File: src/rtl/eau_sched.sv
// EAU issue scheduler: sizes each issue as min(s1_num, s2_num, rem) and gates it on downstream credits.
// Optional EAU_SCHED_PERF_EN adds stall performance counters.
module eau_sched #(
  parameter int unsigned VLEN    = 256,
  parameter int unsigned BSW     = 5,
  parameter int unsigned CNTW    = 16,
  parameter int unsigned CREDITS = 4
) (
  input  logic            clk,
  input  logic            rst_n,
  input  logic            start,
  input  logic            abort,
  input  logic [CNTW-1:0] job_len,
  output logic            busy,
  output logic            done,
  input  logic            s1_valid,
  input  logic [BSW:0]    s1_num,
  output logic            s1_ready,
  output logic [BSW:0]    s1_used,
  input  logic            s2_valid,
  input  logic [BSW:0]    s2_num,
  output logic            s2_ready,
  output logic [BSW:0]    s2_used,
  output logic [BSW:0]    eau_num,
  output logic            o_valid,
  output logic            o_last,
  input  logic            cred_ret,
  output logic            err_cred
`ifdef EAU_SCHED_PERF_EN
  ,
  output logic [31:0]     perf_stall_cred,
  output logic [31:0]     perf_stall_in
`endif
);

  localparam int unsigned NW = BSW + 1;
  localparam int unsigned BS = 1 << BSW;
  localparam int unsigned CW = $clog2(CREDITS + 1);

  if ((VLEN % BS) != 0) begin : g_vlen_chk
    $error("VLEN must be a multiple of the EAU element count");
  end

  typedef enum logic [1:0] {IDLE, RUN, FLUSH} state_t;

  state_t          state, state_nxt;
  logic [CNTW-1:0] rem;
  logic [CW-1:0]   cred;
  logic [NW-1:0]   rem_cap, n12, n;
  logic            issue, fin;

  // Issue sizing and the same-cycle stream/EAU handshake.
  always_comb begin
    rem_cap   = (rem >= CNTW'(BS)) ? NW'(BS) : NW'(rem);
    n12       = (s1_num < s2_num) ? s1_num : s2_num;
    n         = (n12 < rem_cap) ? n12 : rem_cap;
    issue     = (state == RUN) && s1_valid && s2_valid && (s1_num != '0) && (s2_num != '0)
                && (cred != '0) && !abort;
    fin       = issue && (CNTW'(n) == rem);
    state_nxt = state;
    eau_num   = '0;
    s1_ready  = 1'b0;
    s2_ready  = 1'b0;
    s1_used   = '0;
    s2_used   = '0;
    if (issue) begin
      eau_num  = n;
      s1_ready = 1'b1;
      s2_ready = 1'b1;
      s1_used  = n;
      s2_used  = n;
    end
    case (state)
      IDLE:    if (start && (job_len != '0)) state_nxt = RUN;
      RUN:     if (abort) state_nxt = IDLE;
               else if (fin) state_nxt = FLUSH;
      FLUSH:   state_nxt = IDLE;
      default: state_nxt = IDLE;
    endcase
  end

  // State, job counter, credits and the registered EAU-output tags.
  always_ff @(posedge clk or negedge rst_n) begin
    if (!rst_n) begin
      state    <= IDLE;
      busy     <= 1'b0;
      done     <= 1'b0;
      o_valid  <= 1'b0;
      o_last   <= 1'b0;
      err_cred <= 1'b0;
      rem      <= '0;
      cred     <= CW'(CREDITS);
    end else begin
      state   <= state_nxt;
      busy    <= (state_nxt != IDLE);
      done    <= fin || ((state == IDLE) && start && (job_len == '0));
      o_valid <= issue;
      o_last  <= fin;
      if ((state == IDLE) && start) rem <= job_len;
      else if ((state == RUN) && abort) rem <= '0;
      else if (issue) rem <= rem - CNTW'(n);
      if (issue && !cred_ret) begin
        cred <= cred - CW'(1);
      end else if (!issue && cred_ret) begin
        if (cred == CW'(CREDITS)) err_cred <= 1'b1;
        else cred <= cred + CW'(1);
      end
    end
  end

`ifdef EAU_SCHED_PERF_EN
  // Stall counters, active only while a job is running.
  always_ff @(posedge clk or negedge rst_n) begin
    if (!rst_n) begin
      perf_stall_cred <= '0;
      perf_stall_in   <= '0;
    end else if (state == RUN) begin
      if (s1_valid && s2_valid && (cred == '0)) perf_stall_cred <= perf_stall_cred + 32'd1;
      if (!s1_valid || !s2_valid || (s1_num == '0) || (s2_num == '0))
        perf_stall_in <= perf_stall_in + 32'd1;
    end
  end
`endif

endmodule

File: config.mk
export PLATFORM = sky130hd
export DESIGN_NAME = eau_sched
export DESIGN_NICKNAME = d
export VERILOG_FILES = /design/src/rtl/eau_sched.sv
export SDC_FILE = /design/constraint.sdc
export NUM_CORES = 1
export LEC_CHECK = 0
export BUFFER_PORTS_ARGS = -buffer_cell sky130_fd_sc_hd__buf_2
export CORE_MARGIN = 10
export CORE_UTILIZATION = 45
export DETAILED_ROUTE_END_ITERATION = 10
export MAX_ROUTING_LAYER = met4
export PLACE_DENSITY = 0.7
export SLEW_MARGIN = 25
export SYNTH_ARGS = -nofsm -noshare
export SYNTH_HDL_FRONTEND = slang
export SYNTH_SLANG_ARGS = --single-unit
File: constraint.sdc
create_clock -name clk -period 5.58 [get_ports clk]
set_input_delay 0.279 -clock clk [delete_from_list [all_inputs] [get_ports clk]]
set_output_delay 0.279 -clock clk [all_outputs]
set_load 0.005 [all_outputs]
Word-level counts from Yosys, hierarchy flattened
Index checks and enable logic that the tools add are counted.
Word-level totals
  word-level logic and storage cells: 62
  bits in registers: 26
  memories: 0
  bits in read-only memories: 0
  bits in writable memories: 0
  latch bits: 0
Cells by class
  add/sub/neg operators: 3
  bitwise operators: 1
  divide/modulo/power cells: 0
  shifts and indexed selects: 0
  multipliers: 0
  magnitude comparators: 3
  mux-type cells: 15
  reduce and logical (&&, ||, !) cells: 28
  equal/unequal tests: 4
Operators by type and width (number)
  $mux 16: 3
  $mux 6: 4
  $eq 6x16->1: 1
  $ge 16x6->1 const B: 1
  $logic_not 16->1: 1
  $reduce_bool 16->1: 1
  $sub 16x6->16: 1
  $logic_and 1x1->1: 13
  $lt 6x6->1: 2
  $reduce_bool 6->1: 2
  $mux 3: 3
  $mux 2: 3
  $reduce_bool 3->1: 2
  $pmux 2 s2: 1
  $reduce_bool 2->1: 2
  $add 3x1->3 const B: 1
  $eq 3x3->1 const B: 1
  $logic_not 1->1: 3
  $reduce_and 3->1: 1
  $sub 3x1->3 const B: 1
  $eq 2x1->1 const B: 1
  $logic_not 2->1: 1
  $ne 2x2->1 const B: 1
  $reduce_and 2->1: 1
  other kinds (3): 3

Depth between registers and ports, before layout
Gate-level depths: netlist of run 1.
  word-level depth: 12
  depth in mapped cells: 22
  gate-level depth less buffers: 21

Worst setup path after synthesis of run 1
No wires, ideal clock.
  path kind: input to register
  from: input s2_num[5]
  to: register rem[15]
  stages on the path: 21
  path buffers: 2
  setup time: 0.120 ns
  setup slack: 0.868 ns
  data arrival time: 4.591 ns
  cell sequence: inv_1 ha_1 nand4_1 o21bai_1 mux2_2 ha_1 a21oi_1 o21a_1 o21ai_0 a2111o_1 and2_1 buf_6 a21o_1 ha_1 nor2b_1 o21ai_0 a21bo_2 clkbuf_1 nand2_1 or3_1 o211a_1
Between the ends
  word-level cells in the longest chain between the ends: 8
Ends and longest elaborated chain
  from (decl): RTL line 21  | input logic [BSW:0] s2_num,
  $lt 6x6->1: RTL line 55  | n12 = (s1_num < s2_num) ? s1_num : s2_num;
  $mux 6: RTL line 55
  $lt 6x6->1: RTL line 56  | n = (n12 < rem_cap) ? n12 : rem_cap;
  $mux 6: RTL line 56
  $sub 16x6->16: RTL line 101  | else if (issue) rem <= rem - CNTW'(n);
  $mux 16: RTL line 101
  $mux 16: RTL line 100  | else if ((state == RUN) && abort) rem <= '0;
  $mux 16: RTL line 99  | if ((state == IDLE) && start) rem <= job_len;
  to (signal assigned): RTL line 99
  to (signal assigned): RTL line 101
  to (decl): RTL line 47  | logic [CNTW-1:0] rem;
Several ways; a longest one is shown, not always the timed one. The select of a mux whose other input is x is not followed.
A chain may end at the register's enable or synchronous reset.

Worst setup path in the final report of run 1
  from: register rem[6]
  to: register rem[10]
Between the ends
  word-level cells in the longest chain between the ends: 8
Ends and longest elaborated chain
  $ge 16x6->1: RTL line 54  | rem_cap = (rem >= CNTW'(BS)) ? NW'(BS) : NW'(rem);
  $mux 6: RTL line 54
  $lt 6x6->1: RTL line 56
  $mux 6: RTL line 56
  $sub 16x6->16 (*): RTL line 101
  $mux 16 (*): RTL line 101
  $mux 16 (*): RTL line 100
  $mux 16 (*): RTL line 99
Every way passes the cells marked *; elsewhere a longest branch is shown, timed or not. The select of a mux whose other input is x is not followed.

==> run_results.csv, run 1 <==
group,metric,value,unit
critical_path,cp_top_family,"compound AO/OA/AOI/OAI gates",
timing,slew_violations,0,
critical_path,cp-end-kind,"flop",
clock_tree,h-tree-depth,1,
global_route,antenna_found_initial,0,
synthesis,postSynth.asyncResetShare,1.00,
timing,fin_crit_sh,0.913,
clock_tree,cts_resized,0,
synthesis,post-synth-top-count-cell,"a21oi_1",
die,core-area,5070,sq um
global_route,grt_pass1_vias,2290,
die,initial_core_util,0.459,
clock_tree,cts_tree,"done",
clock_tree,cts_max_path_buffers,2,
critical_path,worst-path-buf-inv,0,
synthesis,yosysSeqAreaShare,0.280,
cells_and_area,final_layout_size_suffix_gt1_frac,0.250,
synthesis,synth_common_cells,"a21oi_1, nand2_1, nor2_1",
global_route,grt_max_degree,27,
power,irDropWorstVdd,0.242,mV
clock_tree,clock_sinks,26,
critical_path,slowest_delay,0.47,ns
clock_tree,clock_latency,0.28,ns
critical_path,r2r-end,"rem[10]$_DFFE_PN0P_",
critical_path,path_cells,"nor3_2, and4b_1, nor2b_1, nand2_1, ha_1, a21oi_1, o21a_1, o21ai_0, a2111o_1, and2_1, a21o_1, ha_1, a21oi_1, o21bai_1, a21o_1, nor2_1, a32o_1, a32o_1",
global_route,overflow,0,
cells_and_area,diodes,0,
synthesis,synth_area_per_cell,8.20,sq um
synthesis,yosys-top-cells-area,"dfrtp_1, ha_1, a21oi_1",
critical_path,cp_slowest_cell,"dfrtp_1",
timing,whs,-0.00764,ns
routing,ant_nets,0,
synthesis,yosys.area.top_type,"dfrtp_1",
cells_and_area,num-fill-cells,498,
clock_tree,cts_buffers,3,
synthesis,syn_inst,284,
hold_path,hold_path.class,"input port to asynchronous set/reset pin",
cells_and_area,register_area,652,sq um
timing,worstMarginPinSlew,0.863,ns
synthesis,ys_types,59,
status,violations,"hold timing",
placement,numPortBuffers,59,
clock_tree,clkTransAtPathRegs,0.10,ns
critical_path,critPathArrivalTime,5.27,ns
routing,via_count,2305,
timing,finalSetupTns,0,ns
timing,finalSetupViolations,0,
routing,drt-total-wl,6.49,mm
global_route,grt_use_total,0.157,
status,status,"finished with violations",
clock_tree,hold_buffers,0,
timing,finClkSkew,0.00486,ns
routing,drt-initial-drc-count,168,
cells_and_area,multi_input_area,1480,sq um
timing,min_period,5.10,ns
critical_path,r2r_cells,18,
timing,maxSlewHeadroom,0.424,
power,leakagePower,0.00129,uW
die,die_w,91.9,microns
critical_path,start_kind,"flop",
critical_path,critical_path_class,"flop to flop",
synthesis,synth_seq_cells,26,
synthesis,netlist.area_leader.share,0.269,
placement,post-dp-hpwl,5.07,mm
synthesis,synth_ff_type,"dfrtp_1",
synthesis,synth-edff-count,0,
synthesis,synth_area,2330,sq um
cells_and_area,area_growth,14.3,%
die,dieArea,8450,sq um
synthesis,mappedNetlistNets,339,
run,drv_cap,0,
routing,viasPerCell,5.79,
routing,dr.pass1.iters,4,
synthesis,ys_warn_count,0,
critical_path,rr_startpoint,"rem[6]$_DFFE_PN0P_",
clock_tree,cts_root_buf,"clkbuf_8",
timing,report.final.hold_viol_count,25,
critical_path,regToRegSetupSlack,0.48,ns
placement,gp_congestion,0.929,
routing,route.detailed.drc,0,
die,die_y,91.9,microns
die,rows,26,
timing,max_freq,196,MHz
die,io_pins,60,
critical_path,worstPathRequired,5.76,ns
routing,wl_per_cell,16.3,microns
timing,rsz0062_at_grt,"false",
power,powerDensity,459,nW/um^2
clock_tree,post_cts_buffers,0,
cells_and_area,nets,384,
global_route,grt_pass1_wl,10.9,mm
critical_path,path_max_fanout,10,
-- report_power, final --
part           internal, uW  switching [uW]
logic                   311             420
clock network          96.1            64.6
registers               252            76.5
total                   660             562
-- metrics by stage --
stage / area (sq um) / util / total power [uW] / setup WS [ns] / cells
floorplan: 2330 / - / 899 / 0.868 / 284
global placement: 2590 / 0.510 / 1030 / 0.485 / 394
detailed placement: 2590 / 0.510 / 1050 / 0.425 / 394
CTS: 2660 / 0.524 / 1210 / 0.517 / 398
global route: 2660 / 0.524 / 1340 / 0.103 / 398
finish: 2660 / 0.524 / 1220 / 0.484 / 398
-- area by class of cell --
cell class              count  share of cell area
clock inverters             1              0.0113
multi-input cells         220               0.555
clock buffers               3              0.0155
well taps                  70              0.0329
flip-flops and latches     26               0.245
inverters                  17              0.0240
repair buffers             61               0.117
-- registers in the layout, indices dropped and copies added, names as in the netlist --
signal / flops
o_valid: 1
rem: 16
busy: 1
done: 1
cred: 3
err_cred: 1
state: 2
o_last: 1
-- logic make-up (layout without fill, tap and decap cells) --
group           count (synthesis)  after routing  share of synthesized area
mux                             6              6                     0.0285
compound gates                 92             92                      0.271
buf+inv                        38             82                     0.0860
xor+xnor                        2              2                    0.00752
fa+ha+maj                      20             20                      0.114
flops                          26             26                      0.280
simple gates                  100            100                      0.213
-- placed cells by master (no fill, tap or decap), types with 4 or more instances in the layout --
cell	n
a211oi_2	5
a21o_1	7
a21oi_1	35
and2_1	4
buf_2	59
dfrtp_1	25
ha_1	18
inv_1	17
mux2_2	5
nand2_1	33
nand3_1	5
nand4_1	5
nor2_1	27
nor4_1	9
o21ai_0	12
-- worst register-to-register path: stages (launching register included) --
cell	delay, ns
dfrtp_1	0.47
nor3_2	0.31
and4b_1	0.29
nor2b_1	0.43
nand2_1	0.19
ha_1	0.33
a21oi_1	0.15
o21a_1	0.14
o21ai_0	0.11
a2111o_1	0.47
and2_1	0.32
a21o_1	0.22
ha_1	0.35
a21oi_1	0.08
o21bai_1	0.28
a21o_1	0.26
nor2_1	0.09
a32o_1	0.31
a32o_1	0.20
-- metal layers --
layer / routed length [microns] / vias to the layer above / share of wire / track usage
met5: 0 / - / 0 / -
met3: 449 / 13 / 0.069 / 0.0359
met1: 2930 / 1075 / 0.45 / 0.192
li1: - / 1124 / - / -
met2: 2990 / 93 / 0.46 / 0.247
met4: 117 / 0 / 0.018 / 0.0540
-- how the worst max path moves through the flow --
| stage | cells after the start | slack, ns | from | to |
|---|---|---|---|---|
| 6_report | 18 | 0.48 | rem[6]$_DFFE_PN0P_ | rem[10]$_DFFE_PN0P_ |
| 2_1_floorplan | 21 | 0.87 | s2_num[5] | rem[15]$_DFFE_PN0P_ |
| 3_5_place_dp | 20 | 0.42 | s2_num[5] | rem[15]$_DFFE_PN0P_ |
| 5_1_grt | 18 | 0.10 | rem[6]$_DFFE_PN0P_ | rem[15]$_DFFE_PN0P_ |
| 3_3_place_gp | 21 | 0.48 | s2_num[5] | rem[15]$_DFFE_PN0P_ |
| 4_1_cts | 18 | 0.52 | rem[6]$_DFFE_PN0P_ | rem[15]$_DFFE_PN0P_ |
Note: power is estimated with default switching activity, not from simulation.
==> run 2: changes to the inputs <==
--- a/config.mk
+++ b/config.mk
@@ -5,7 +5,7 @@
 export SDC_FILE = /design/constraint.sdc
 export NUM_CORES = 1
 export LEC_CHECK = 0
-export BUFFER_PORTS_ARGS = -buffer_cell sky130_fd_sc_hd__buf_2
+export BUFFER_PORTS_ARGS = -buffer_cell sky130_fd_sc_hd__clkbuf_2
 export CORE_MARGIN = 10
 export CORE_UTILIZATION = 45
 export DETAILED_ROUTE_END_ITERATION = 10
==> run_results.csv, run 2 (synthesis results as in run 1) <==
group,metric,value,unit
critical_path,slowest_delay,0.47,ns
routing,wl_per_cell,16.0,microns
power,power.total,1210,uW
cells_and_area,utilization,0.524,
timing,fin_crit_sh,0.907,
clock_tree,cts_resized,0,
clock_tree,clkTransAtPathRegs,0.10,ns
clock_tree,cts_tree,"done",
timing,maxSlewHeadroom,0.431,
placement,numPortBuffers,59,
cells_and_area,final_layout_size_suffix_gt1_frac,0.250,
routing,drt-total-wl,6.38,mm
placement,place_area,2590,sq um
timing,whs,0.0242,ns
die,io_pins,60,
cells_and_area,final_area,2660,sq um
die,die_y,91.9,microns
critical_path,rr_startpoint,"rem[14]$_DFFE_PN0P_",
timing,rsz0062_at_grt,"false",
timing,worstMarginPinSlew,0.853,ns
timing,finalSetupViolations,0,
clock_tree,h-tree-depth,1,
power,leakagePower,0.00128,uW
power,powerDensity,454,nW/um^2
routing,via_count,2330,
clock_tree,clock_sinks,26,
critical_path,cp-end-kind,"flop",
status,status,"finished, final reports clean",
global_route,grt_pass1_wl,10.8,mm
timing,finalSetupTns,0,ns
cells_and_area,layout_commonest_cell,"clkbuf_2",
die,core-area,5070,sq um
clock_tree,cts_root_buf,"clkbuf_8",
routing,route.detailed.drc,0,
cells_and_area,diodes,0,
timing,finClkSkew,0.00766,ns
global_route,grt_pass1_vias,2300,
cells_and_area,layout_common_cells,"clkbuf_2, a21oi_1, nand2_1",
critical_path,cp_slowest_cell,"a2111o_1",
critical_path,r2r_cells,18,
die,rows,26,
cells_and_area,largest_reg_flops,16,
timing,slew_violations,0,
routing,ant_nets,0,
timing,min_period,5.06,ns
critical_path,r2r-end,"rem[10]$_DFFE_PN0P_",
cells_and_area,top_regs,"rem (16), cred (3), state (2)",
cells_and_area,nets,384,
die,initial_core_util,0.459,
die,die_w,91.9,microns
critical_path,critical_path_class,"flop to flop",
timing,max_freq,198,MHz
critical_path,regToRegSetupSlack,0.52,ns
placement,post-dp-hpwl,5.06,mm
clock_tree,hold_buffers,0,
cells_and_area,regMostFlops,"rem",
clock_tree,cts_buffers,3,
routing,drt-initial-drc-count,223,
clock_tree,clock_latency,0.27,ns
die,dieArea,8450,sq um
critical_path,worstPathRequired,5.75,ns
critical_path,critPathArrivalTime,5.23,ns
critical_path,path_max_fanout,10,
global_route,grt_use_total,0.152,
run,drv_cap,0,
routing,viasPerCell,5.85,
critical_path,path_cells,"nor4_4, and4b_1, nor2b_1, nand2_1, ha_1, a21oi_1, o21a_1, o21ai_0, a2111o_1, and2_1, a21o_1, ha_1, a21oi_1, o21bai_1, a21o_1, nor2_1, a32o_1, a32o_1",
global_route,grt_max_degree,27,
power,irDropWorstVdd,0.269,mV
global_route,antenna_found_initial,0,
routing,dr.pass1.iters,5,
clock_tree,cts_max_path_buffers,2,
cells_and_area,area_growth,14.3,%
hold_path,hold_path.class,"input port to asynchronous set/reset pin",
critical_path,start_kind,"flop",
timing,report.final.hold_viol_count,0,
global_route,overflow,0,
clock_tree,post_cts_buffers,0,
placement,gp_congestion,0.902,
==> run 2: cell count changes in the layout (fill, tap and decap cells not counted) <==
| cell | previous run | this run |
|---|---|---|
| buf_2 | 59 | 0 |
| clkbuf_2 | 0 | 59 |
==> run 2: power by group <==
group	total (uW)	leakage, uW	switching, uW	internal, uW
registers	327	0.000327	74.2	252
clock network	158	0.0000357	62.0	96.0
logic	723	0.000918	414	309
total	1210	0.00128	551	657
==> run 2: worst max-delay path by stage <==
stage / startpoint / end / slack, ns
after floorplan: s2_num[5] / rem[15]$_DFFE_PN0P_ / 0.87
after global placement: s2_num[5] / rem[15]$_DFFE_PN0P_ / 0.51
final: rem[14]$_DFFE_PN0P_ / rem[10]$_DFFE_PN0P_ / 0.52
after CTS: rem[14]$_DFFE_PN0P_ / rem[10]$_DFFE_PN0P_ / 0.55
after detailed placement: s2_num[3] / rem[10]$_DFFE_PN0P_ / 0.41
after global routing: rem[6]$_DFFE_PN0P_ / rem[15]$_DFFE_PN0P_ / 0.06
==> run 2: stage by stage <==
stage | std cells | setup slack (ns)
after floorplan | 284 | 0.868
after global placement | 394 | 0.511
after detailed placement | 394 | 0.406
after CTS | 398 | 0.552
after global routing | 398 | 0.0605
final | 398 | 0.522
==> run 2: critical path, delay by kind of cell (launching register included) <==
family          cells  cell delay, ns
compound gates     10            2.19
simple gates        6            1.65
fa+ha+maj           2            0.67
flops               1            0.43
==> run 2: layout make-up <==
class / instances / area [sq um]
Clock buffer: 3 / 41.3
Clock inverter: 1 / 30.0
Fill cell: 494 / 2410
Inverter: 17 / 63.8
Multi-Input combinational cell: 220 / 1480
Sequential cell: 26 / 652
Tap cell: 70 / 87.6
Timing Repair Buffer: 61 / 310
==> run 2: routing by layer <==
layer / share of wire / GRT usage / up-vias
met5: 0 / - / -
met4: 0.013 / 0.0360 / 0
met3: 0.090 / 0.0342 / 12
met2: 0.47 / 0.248 / 112
met1: 0.43 / 0.186 / 1087
li1: - / - / 1119
==> run 3: changes to the inputs <==
--- a/config.mk
+++ b/config.mk
@@ -11,6 +11,7 @@
 export DETAILED_ROUTE_END_ITERATION = 10
 export MAX_ROUTING_LAYER = met4
 export PLACE_DENSITY = 0.7
+export REMOVE_ABC_BUFFERS = 1
 export SLEW_MARGIN = 25
 export SYNTH_ARGS = -nofsm -noshare
 export SYNTH_HDL_FRONTEND = slang
==> constraint.sdc (replaced) <==
create_clock -name clk -period 5.58 [get_ports clk]
set_input_delay 0.279 -clock clk [delete_from_list [all_inputs] [get_ports clk]]
set_output_delay 0.279 -clock clk [all_outputs]
set_load 0.05 [all_outputs]
==> run_results.csv, run 3 (synthesis results as in run 1) <==
group,metric,value,unit
status,status,"finished, final reports clean",
timing,fin_crit_sh,0.897,
timing,slew_violations,0,
timing,min_period,5.01,ns
timing,maxSlewHeadroom,0.455,
global_route,grt_use_total,0.154,
routing,wl_per_cell,15.6,microns
die,initial_core_util,0.459,
placement,post-dp-hpwl,5.06,mm
cells_and_area,final_area,2650,sq um
clock_tree,h-tree-depth,1,
clock_tree,clkTransAtPathRegs,0.10,ns
run,drv_cap,0,
timing,worstMarginPinSlew,0.818,ns
critical_path,critical_path_class,"flop to flop",
cells_and_area,regMostFlops,"rem",
global_route,grt_pass1_vias,2303,
cells_and_area,final_layout_size_suffix_gt1_frac,0.252,
cells_and_area,nets,385,
global_route,overflow,0,
clock_tree,cts_max_path_buffers,2,
cells_and_area,top_regs,"rem (16), cred (3), state (2)",
clock_tree,clock_sinks,26,
die,dieArea,8450,sq um
routing,dr.pass1.iters,4,
placement,place_area,2600,sq um
die,die_w,91.9,microns
clock_tree,cts_tree,"done",
cells_and_area,layout_commonest_cell,"clkbuf_2",
die,core-area,5070,sq um
die,io_pins,60,
critical_path,worstPathRequired,5.75,ns
timing,finalSetupViolations,0,
routing,via_count,2260,
timing,rsz0062_at_grt,"false",
routing,drt-total-wl,6.23,mm
clock_tree,cts_root_buf,"clkbuf_8",
timing,max_freq,200,MHz
cells_and_area,area_growth,13.9,%
global_route,grt_pass1_wl,10.8,mm
global_route,antenna_found_initial,0,
critical_path,slowest_delay,0.47,ns
clock_tree,post_cts_buffers,0,
die,rows,26,
timing,finClkSkew,0.00791,ns
hold_path,hold_path.class,"input port to asynchronous set/reset pin",
cells_and_area,largest_reg_flops,16,
timing,whs,0.0217,ns
clock_tree,cts_resized,0,
routing,drt-initial-drc-count,122,
clock_tree,clock_latency,0.28,ns
routing,viasPerCell,5.66,
clock_tree,cts_buffers,3,
critical_path,cp-end-kind,"flop",
critical_path,path_cells,"nor4_4, and4b_1, nor2b_1, nand2_1, ha_1, a21oi_1, o21a_1, o21ai_0, a2111o_1, and2_1, a21o_1, ha_1, nor2b_1, o21ai_0, a21bo_2, nand2_1, or3_1, o211a_1",
timing,report.final.hold_viol_count,0,
placement,numPortBuffers,59,
routing,ant_nets,0,
critical_path,path_max_fanout,10,
timing,finalSetupTns,0,ns
critical_path,critPathArrivalTime,5.18,ns
cells_and_area,layout_common_cells,"clkbuf_2, a21oi_1, nand2_1",
power,powerDensity,466,nW/um^2
die,die_y,91.9,microns
power,irDropWorstVdd,0.289,mV
power,leakagePower,0.00128,uW
critical_path,start_kind,"flop",
routing,route.detailed.drc,0,
placement,gp_congestion,0.909,
clock_tree,hold_buffers,0,
critical_path,cp_slowest_cell,"a2111o_1",
cells_and_area,diodes,0,
global_route,grt_max_degree,27,
[run 3: layer usage]
metal | vias to the layer above | wire [microns] | GRT usage
li1 | 1127 | - | -
met3 | 6 | 461 | 0.0391
met5 | - | 0 | -
met2 | 79 | 2660 | 0.228
met4 | 0 | 65 | 0.0488
met1 | 1048 | 3040 | 0.200
[run 3: path summary, 6_finish.rpt]
kind                                 startpoint                   end  slack (ns)  cells past startpoint
min                                       rst_n   rem[13]$_DFFE_PN0P_        0.02                      1
max                         rem[14]$_DFFE_PN0P_   rem[15]$_DFFE_PN0P_        0.57                     18
max reg2reg                 rem[14]$_DFFE_PN0P_   rem[15]$_DFFE_PN0P_        0.57                     18
max in group asynchronous                 rst_n        done$_DFF_PN0_        5.11                      1
min in group clk                     job_len[3]    rem[3]$_DFFE_PN0P_        0.25                      3
min reg2reg                err_cred$_DFFE_PN0P_  err_cred$_DFFE_PN0P_        0.48                      1
[run 3: critical path: cells and delay by family, from the launching register on]
kind | cells | cell delay [ns]
AOI/OAI and AO/OA | 8 | 1.77
adders and majority gates | 2 | 0.62
DFF | 1 | 0.44
and+or+nand+nor | 8 | 2.07
[run 3: area by class of cell]
type | instances | area [sq um]
tap | 70 | 87.6
multi-input combinational | 220 | 1480
sequential | 26 | 652
timing repair buffer | 62 | 318
inverter | 17 | 63.8
clock buffer | 4 | 55.1
fill | 516 | 2420
[run 3: where the power goes]
part           leakage, uW  internal [uW]  switching, uW  total (uW)
Sequential        0.000327            252           72.7         325
Combinational     0.000924            313            472         785
Clock            0.0000288           63.2           61.9         125
Total              0.00128            629            607        1240
[run 3: stage by stage]
step,setup slack [ns],power [uW],util,instances
after floorplan,0.511,922,-,263
after global placement,0.455,1090,0.512,395
after global routing,0.142,1370,0.523,399
after detailed placement,0.434,1100,0.512,395
final,0.574,1240,0.523,399
after CTS,0.586,1230,0.523,399
